File: src/rtl/usb_ep_fifo_switch.sv
// Routes the USB controller's single Tx/Rx FIFO port to one of NUM_EP endpoint
// FIFO pairs, latching the endpoint per transaction and tracking per-transaction counts/errors.
module usb_ep_fifo_switch #(
    parameter int unsigned NUM_EP = 4,
    parameter int unsigned DATA_W = 8,
    parameter int unsigned CNT_W  = 10
) (
    input  logic                     clk,
    input  logic                     rst,
    input  logic [3:0]               currEndP,
    input  logic                     xferStart,
    input  logic                     xferEnd,
    input  logic                     TxFifoREn,
    output logic [DATA_W-1:0]        TxFifoData,
    output logic                     TxFifoEmpty,
    input  logic                     RxFifoWEn,
    output logic                     RxFifoFull,
    output logic [NUM_EP-1:0]        epTxREn,
    input  logic [NUM_EP*DATA_W-1:0] epTxData,
    input  logic [NUM_EP-1:0]        epTxEmpty,
    output logic [NUM_EP-1:0]        epRxWEn,
    input  logic [NUM_EP-1:0]        epRxFull,
    output logic [3:0]               activeEP,
    output logic                     busy,
    output logic [CNT_W-1:0]         txCount,
    output logic [CNT_W-1:0]         rxCount,
    output logic                     txUnderrun,
    output logic                     rxOverrun,
    output logic                     badEP
);

    localparam logic [CNT_W-1:0] CNT_MAX = '1;

    typedef enum logic {
        IDLE   = 1'b0,
        ACTIVE = 1'b1
    } state_t;

    state_t            state;
    state_t            state_nxt;
    logic [3:0]        sel_ep;
    logic              sel_ok;
    logic [DATA_W-1:0] sel_data;
    logic              sel_empty;
    logic              sel_full;
    logic              route;
    logic              rd_ok;
    logic              wr_ok;
    logic              rd_under;
    logic              wr_over;

    // State register
    always_ff @(posedge clk) begin
        if (rst) begin
            state <= IDLE;
        end else begin
            state <= state_nxt;
        end
    end

    // Next-state logic; xferEnd takes priority over a stray xferStart in ACTIVE
    always_comb begin
        state_nxt = state;
        case (state)
            IDLE:    if (xferStart) state_nxt = ACTIVE;
            ACTIVE:  if (xferEnd)   state_nxt = IDLE;
            default: state_nxt = IDLE;
        endcase
    end

    // Output logic: IDLE previews currEndP, ACTIVE uses the latched endpoint
    always_comb begin
        busy      = (state == ACTIVE);
        sel_ep    = busy ? activeEP : currEndP;
        sel_ok    = busy ? ~badEP : ({1'b0, currEndP} < 5'(NUM_EP));
        sel_data  = '0;
        sel_empty = 1'b1;
        sel_full  = 1'b1;
        for (int i = 0; i < NUM_EP; i++) begin
            if (sel_ok && (sel_ep == 4'(i))) begin
                sel_data  = epTxData[i*DATA_W +: DATA_W];
                sel_empty = epTxEmpty[i];
                sel_full  = epRxFull[i];
            end
        end
        route    = busy && sel_ok && !rst;
        rd_ok    = route && TxFifoREn && !sel_empty;
        wr_ok    = route && RxFifoWEn && !sel_full;
        rd_under = route && TxFifoREn && sel_empty;
        wr_over  = route && RxFifoWEn && sel_full;
        epTxREn  = '0;
        epRxWEn  = '0;
        for (int i = 0; i < NUM_EP; i++) begin
            epTxREn[i] = rd_ok && (sel_ep == 4'(i));
            epRxWEn[i] = wr_ok && (sel_ep == 4'(i));
        end
        TxFifoData  = sel_data;
        TxFifoEmpty = sel_empty;
        RxFifoFull  = sel_full;
    end

    // Per-transaction endpoint latch, saturating counters and sticky error flags
    always_ff @(posedge clk) begin
        if (rst) begin
            activeEP   <= '0;
            txCount    <= '0;
            rxCount    <= '0;
            txUnderrun <= 1'b0;
            rxOverrun  <= 1'b0;
            badEP      <= 1'b0;
        end else if ((state == IDLE) && xferStart) begin
            activeEP   <= currEndP;
            txCount    <= '0;
            rxCount    <= '0;
            txUnderrun <= 1'b0;
            rxOverrun  <= 1'b0;
            badEP      <= ({1'b0, currEndP} >= 5'(NUM_EP));
        end else begin
            if (rd_ok && (txCount != CNT_MAX)) txCount <= txCount + CNT_W'(1);
            if (wr_ok && (rxCount != CNT_MAX)) rxCount <= rxCount + CNT_W'(1);
            if (rd_under) txUnderrun <= 1'b1;
            if (wr_over)  rxOverrun  <= 1'b1;
        end
    end

endmodule

File: config.mk
export PLATFORM = sky130hd
export DESIGN_NAME = usb_ep_fifo_switch
export DESIGN_NICKNAME = d
export VERILOG_FILES = /design/src/rtl/usb_ep_fifo_switch.sv
export SDC_FILE = /design/constraint.sdc
export NUM_CORES = 1
export LEC_CHECK = 0
export ABC_AREA = 1
export BUFFER_PORTS_ARGS = -buffer_cell sky130_fd_sc_hd__buf_2
export CAP_MARGIN = 20
export CORE_AREA = 4 4 108 69
export DETAILED_ROUTE_END_ITERATION = 12
export DIE_AREA = 0 0 112 73
export PLACE_DENSITY = 0.67
export SLEW_MARGIN = 10
export SYNTH_ARGS = -nofsm -noshare
export SYNTH_HDL_FRONTEND = slang
export SYNTH_SLANG_ARGS = --single-unit
File: constraint.sdc
create_clock -name clk -period 2.2 [get_ports clk]
set_input_delay 0.22 -clock clk [delete_from_list [all_inputs] [get_ports clk]]
set_output_delay 0.22 -clock clk [all_outputs]
set_load 0.03 [all_outputs]
# Word level (Yosys, flattened, before mapping)
# Cells that the tools add are included.
dict set report totals {
  mem_bits_ro 0
  memories 0
  elab_cells 63
  input_bits 50
  regBits 28
  ram_bits 0
  latchBits 0
}
dict set report classes {
  bitwise 2
  shift 0
  n_mul 0
  n_eq_ne 5
  div_mod_pow 0
  mux 17
  addsub 2
  n_reduce_logical 28
  order_cmp 2
}
# cell count
set op_table {}
lappend op_table {{8-bit two-way mux} 4}
lappend op_table {{1-bit logical AND} 23}
lappend op_table {{10-bit by 1-bit adder with 10-bit output (second input constant)} 2}
lappend op_table {{10-bit != test (second input constant)} 2}
lappend op_table {{1-bit two-way mux} 11}
lappend op_table {{4-bit by 2-bit == test with 1-bit output (second input constant)} 2}
lappend op_table {{4-bit by 1-bit == test with 1-bit output (second input constant)} 1}
lappend op_table {{4-bit by 3-bit >= comparator with 1-bit output (second input constant)} 1}
lappend op_table {{4-bit logical NOT} 1}
lappend op_table {{4-bit by 3-bit < comparator with 1-bit output (second input constant)} 1}
lappend op_table {{4-bit two-way mux} 1}
lappend op_table {{1-bit logical NOT} 3}
lappend op_table {{1-bit NOT} 2}
lappend op_table {{1-bit one-hot mux with 2 select lines} 1}
lappend op_table {{2-bit OR reduction} 1}

# Logic depth before layout (Yosys ltp)
dict set report depth {
  word_depth 10
  mapped_depth 14
}

# Least setup slack after synthesis
# No wires, ideal clock.
dict set report synth_timing {
  path_kind {reg2out}
  start {register state (netlist: busy)}
  end {output epTxREn[0]}
  t_arrival_ns 1.932
  slack_ns 0.048
  path_stages_with_launch 12
  cell_sequence {dfxtp_1 buf_6 inv_8 nand2_4 nand2_4 nor2_2 nand3_2 nand2_2 nor2_1 nor2_4 nand2_4 nor2_1}
}
dict set report synth_via {
  elab_chain_cells 10
}
# element line
set synth_rtl {}
lappend synth_rtl {{start: declaration} 39} ;# state_t state;
lappend synth_rtl {{start signal: assignment} 57} ;# state <= state_nxt;
lappend synth_rtl {{4-bit two-way mux} 74} ;# sel_ep = busy ? activeEP : currEndP;
lappend synth_rtl {{4-bit logical NOT} {80, 94}}
lappend synth_rtl {{1-bit logical AND} 80} ;# if (sel_ok && (sel_ep == 4'(i))) begin
lappend synth_rtl {{1-bit two-way mux (4 in a row)} 80}
lappend synth_rtl {{1-bit logical NOT} 87} ;# rd_ok = route && TxFifoREn && !sel_empty;
lappend synth_rtl {{1-bit logical AND} 87}
lappend synth_rtl {{1-bit logical AND (*)} 94} ;# epTxREn[i] = rd_ok && (sel_ep == 4'(i));
lappend synth_rtl {{end: declaration} 18} ;# output logic [NUM_EP-1:0] epTxREn,
# Every way passes the cells marked *; elsewhere a longest branch is shown, timed or not.

# Worst setup path after layout
dict set report layout_timing {
  start {register state (netlist: busy)}
  end {output TxFifoData[6]}
}
dict set report layout_via {
  elab_chain_cells 7
}
# element line
set layout_rtl {}
lappend layout_rtl {{4-bit two-way mux} 74}
lappend layout_rtl {{4-bit logical NOT} 80}
lappend layout_rtl {{1-bit logical AND} 80}
lappend layout_rtl {{8-bit two-way mux (3 in a row)} 80}
lappend layout_rtl {{8-bit two-way mux (*)} 80}
lappend layout_rtl {{end: declaration} 14} ;# output logic [DATA_W-1:0] TxFifoData,
# Marks and branches as above.

==> flow_metrics.tcl <==
set metrics [dict create \
    p_leak_uw 0.00152 \
    finalHoldViolations 0 \
    syn_inst 345 \
    crit_arrival_ns 2.00 \
    grt_pass1_wl_mm 11.0 \
    skew_ns 0.00397 \
    ctsHoldBuffers 0 \
    track_usage_pct 16.1 \
    ant_nets 0 \
    drtIter0Drc 173 \
    period_needed_ns 2.22 \
    gp_congestion 1.01 \
    final_util_pct 44.4 \
    htreeDepth 1 \
    cts_tree "built" \
    hold_path_class "in2reg" \
    antenna_found_initial 0 \
    dr.max_layer_used "met4" \
    cp.required_ns 1.98 \
    ys_seq_area_share_pct 25.4 \
    grt-ovfl-total 0 \
    cts_num_sinks 28 \
    drt-met1-wl_mm 3.12 \
    synth_seq_cells 28 \
    cts_buffer_depth 2 \
    wire_per_inst_um 12.5 \
    mostFrequentLayoutCells "88 x buf_2, 76 x nand2_1, 63 x inv_1" \
    die_w_um 112 \
    diodes 0 \
    syn-num-nets 397 \
    die_h_um 73 \
    syn_avg_cell_area_um2 6.39 \
    final_common_cell "buf_2" \
    maxSlewHeadroom_pct 74.1 \
    coreArea_um2 6470 \
    status "finished with violations" \
    worstSetupStartpointType "flip-flop" \
    critPathCaptureType "output port" \
    syn_area_um2 2210 \
    setup-violations-final 1 \
    wl_met2_mm 2.84 \
    crit_type "reg2out" \
    port_buffers 95 \
    die_area_um2 8180 \
    rsz0062_at_grt "yes" \
    ir_worst_vdd_v 0.000205 \
    grt_max_degree 19 \
    final_max_slew_viol_count 0 \
    io_pins 96 \
    drv_cap 0 \
    dp_slack_ns 0.138 \
    wl_mm 6.63 \
    synth.distinct_cells 30 \
    worst_slack_ns -0.0152 \
    routed-via-count 2435 \
    area_delta_synth_final_pct 30.4 \
    p_per_area_nw_per_um2 435 \
    synth-warning-count 0 \
    violations "negative setup slack" \
    clkTransAtPathRegs_ns 0.10 \
    crit_fanout 9 \
    finalCritPeriodShare_pct 101 \
    numCtsBuffers 3 \
    multi_input_area_um2 1310 \
    cts_root_buf "clkbuf_8" \
    viasPerCell 4.59 \
    worst_pin_slew_ns 0.386 \
    drive_above_1_share_pct 34.5 \
    place_hpwl_mm 5.39 \
    fin_nets 497 \
    wl_met3_um 566 \
    n_fill_cell 688 \
    fmax_ghz 0.451 \
    clk_latency_ns 0.28 \
    drc 0 \
    rows 23 \
    first_pass_iters 4 \
    grt_pass1_vias 2359 \
    start_util_pct 34.1 \
    seqCellArea_um2 566 \
]
==> state kept, by name (all words and copies together), names as in the netlist <==
register    flops
txUnderrun      1
activeEP        4
busy            1
txCount        10
badEP           1
rxOverrun       1
rxCount        10
==> area by class of cell <==
type | instances | area share, %
clock inverters | 1 | 1.04
well taps | 87 | 3.78
flip-flops and latches | 28 | 19.7
inverters | 71 | 9.70
repair buffers | 101 | 18.7
clock buffers | 3 | 1.44
multi-input cells | 240 | 45.7
==> layer usage <==
metal / track usage [%] / vias up
li1: - / 1274
met1: 21.3 / 1052
met2: 26.4 / 99
met3: 4.14 / 10
met4: 4.40 / 0
met5: 0 / -
==> report_power, final <==
part,switching (uW),internal [uW]
Clock,175,244
Combinational,203,102
Sequential,11.2,517
Total,389,863
==> cell usage after synthesis (all sizes together) <==
| library cell | count | share of area (%) |
|---|---|---|
| or2 | 1 | 0.28 |
| o21a | 1 | 0.34 |
| nand4 | 20 | 7.3 |
| o211ai | 1 | 0.34 |
| nand2 | 97 | 21 |
| xor2 | 7 | 2.8 |
| xnor2 | 3 | 1.2 |
| nand3 | 22 | 5.8 |
| ha | 2 | 1.1 |
| dfxtp | 28 | 25 |
| inv | 71 | 13 |
| a21oi | 8 | 1.8 |
| buf | 6 | 2.5 |
| nor3 | 4 | 1.1 |
| o21ai | 5 | 1.1 |
| nor2 | 61 | 12 |
| o2111ai | 8 | 3.2 |
==> path summary, 6_finish.rpt <==
kind | end | slack, ns | from | cells past startpoint
max | TxFifoData[6] | -0.02 | busy | 7
min | activeEP[3] | 0.23 | currEndP[3] | 3
max reg2reg | txCount[3] | 0.31 | txCount[1] | 10
min reg2reg | txUnderrun | 0.47 | txUnderrun | 2
==> metrics by stage <==
stage	total power (uW)	hold slack, ns	TNS [ns]	instances	area, um2
floorplan	740	0.384	0	345	2210
finish	1250	0.226	-0.0152	531	2880
CTS	1260	0.227	0	530	2850
detailed placement	840	0.451	0	526	2770
global placement	833	0.447	0	526	2770
global route	1310	0.243	-1.85	531	2880
==> worst max-delay path: stages (launching register included) <==
cell and delay (ns):
dfxtp_4 0.43, inv_8 0.06, nand2_2 0.06, nand2_2 0.08, nor2_2 0.16, nand3_1 0.31, o2111ai_1 0.35, buf_2 0.25
==> what timing repair did <==
| action | 4_1_cts | 5_1_grt |
|---|---|---|
| setup endpoints to repair | 18 | 18 |
| buffers inserted | 0 | 1 |
| gates cloned | 0 | 0 |
| resized for setup | 2 | 10 |
| pin swaps | 0 | 1 |
==> cell families after synthesis <==
kind of cell	count (synthesis)	share of synthesized area [%]
AND/OR/NAND/NOR	205	47.6
AO/OA/AOI/OAI	23	6.81
buffers and inverters	77	15.0
adder cells (fa/ha/maj)	2	1.13
flip-flops	28	25.4
XOR/XNOR	10	3.97
(Power assumes the default switching activity.)
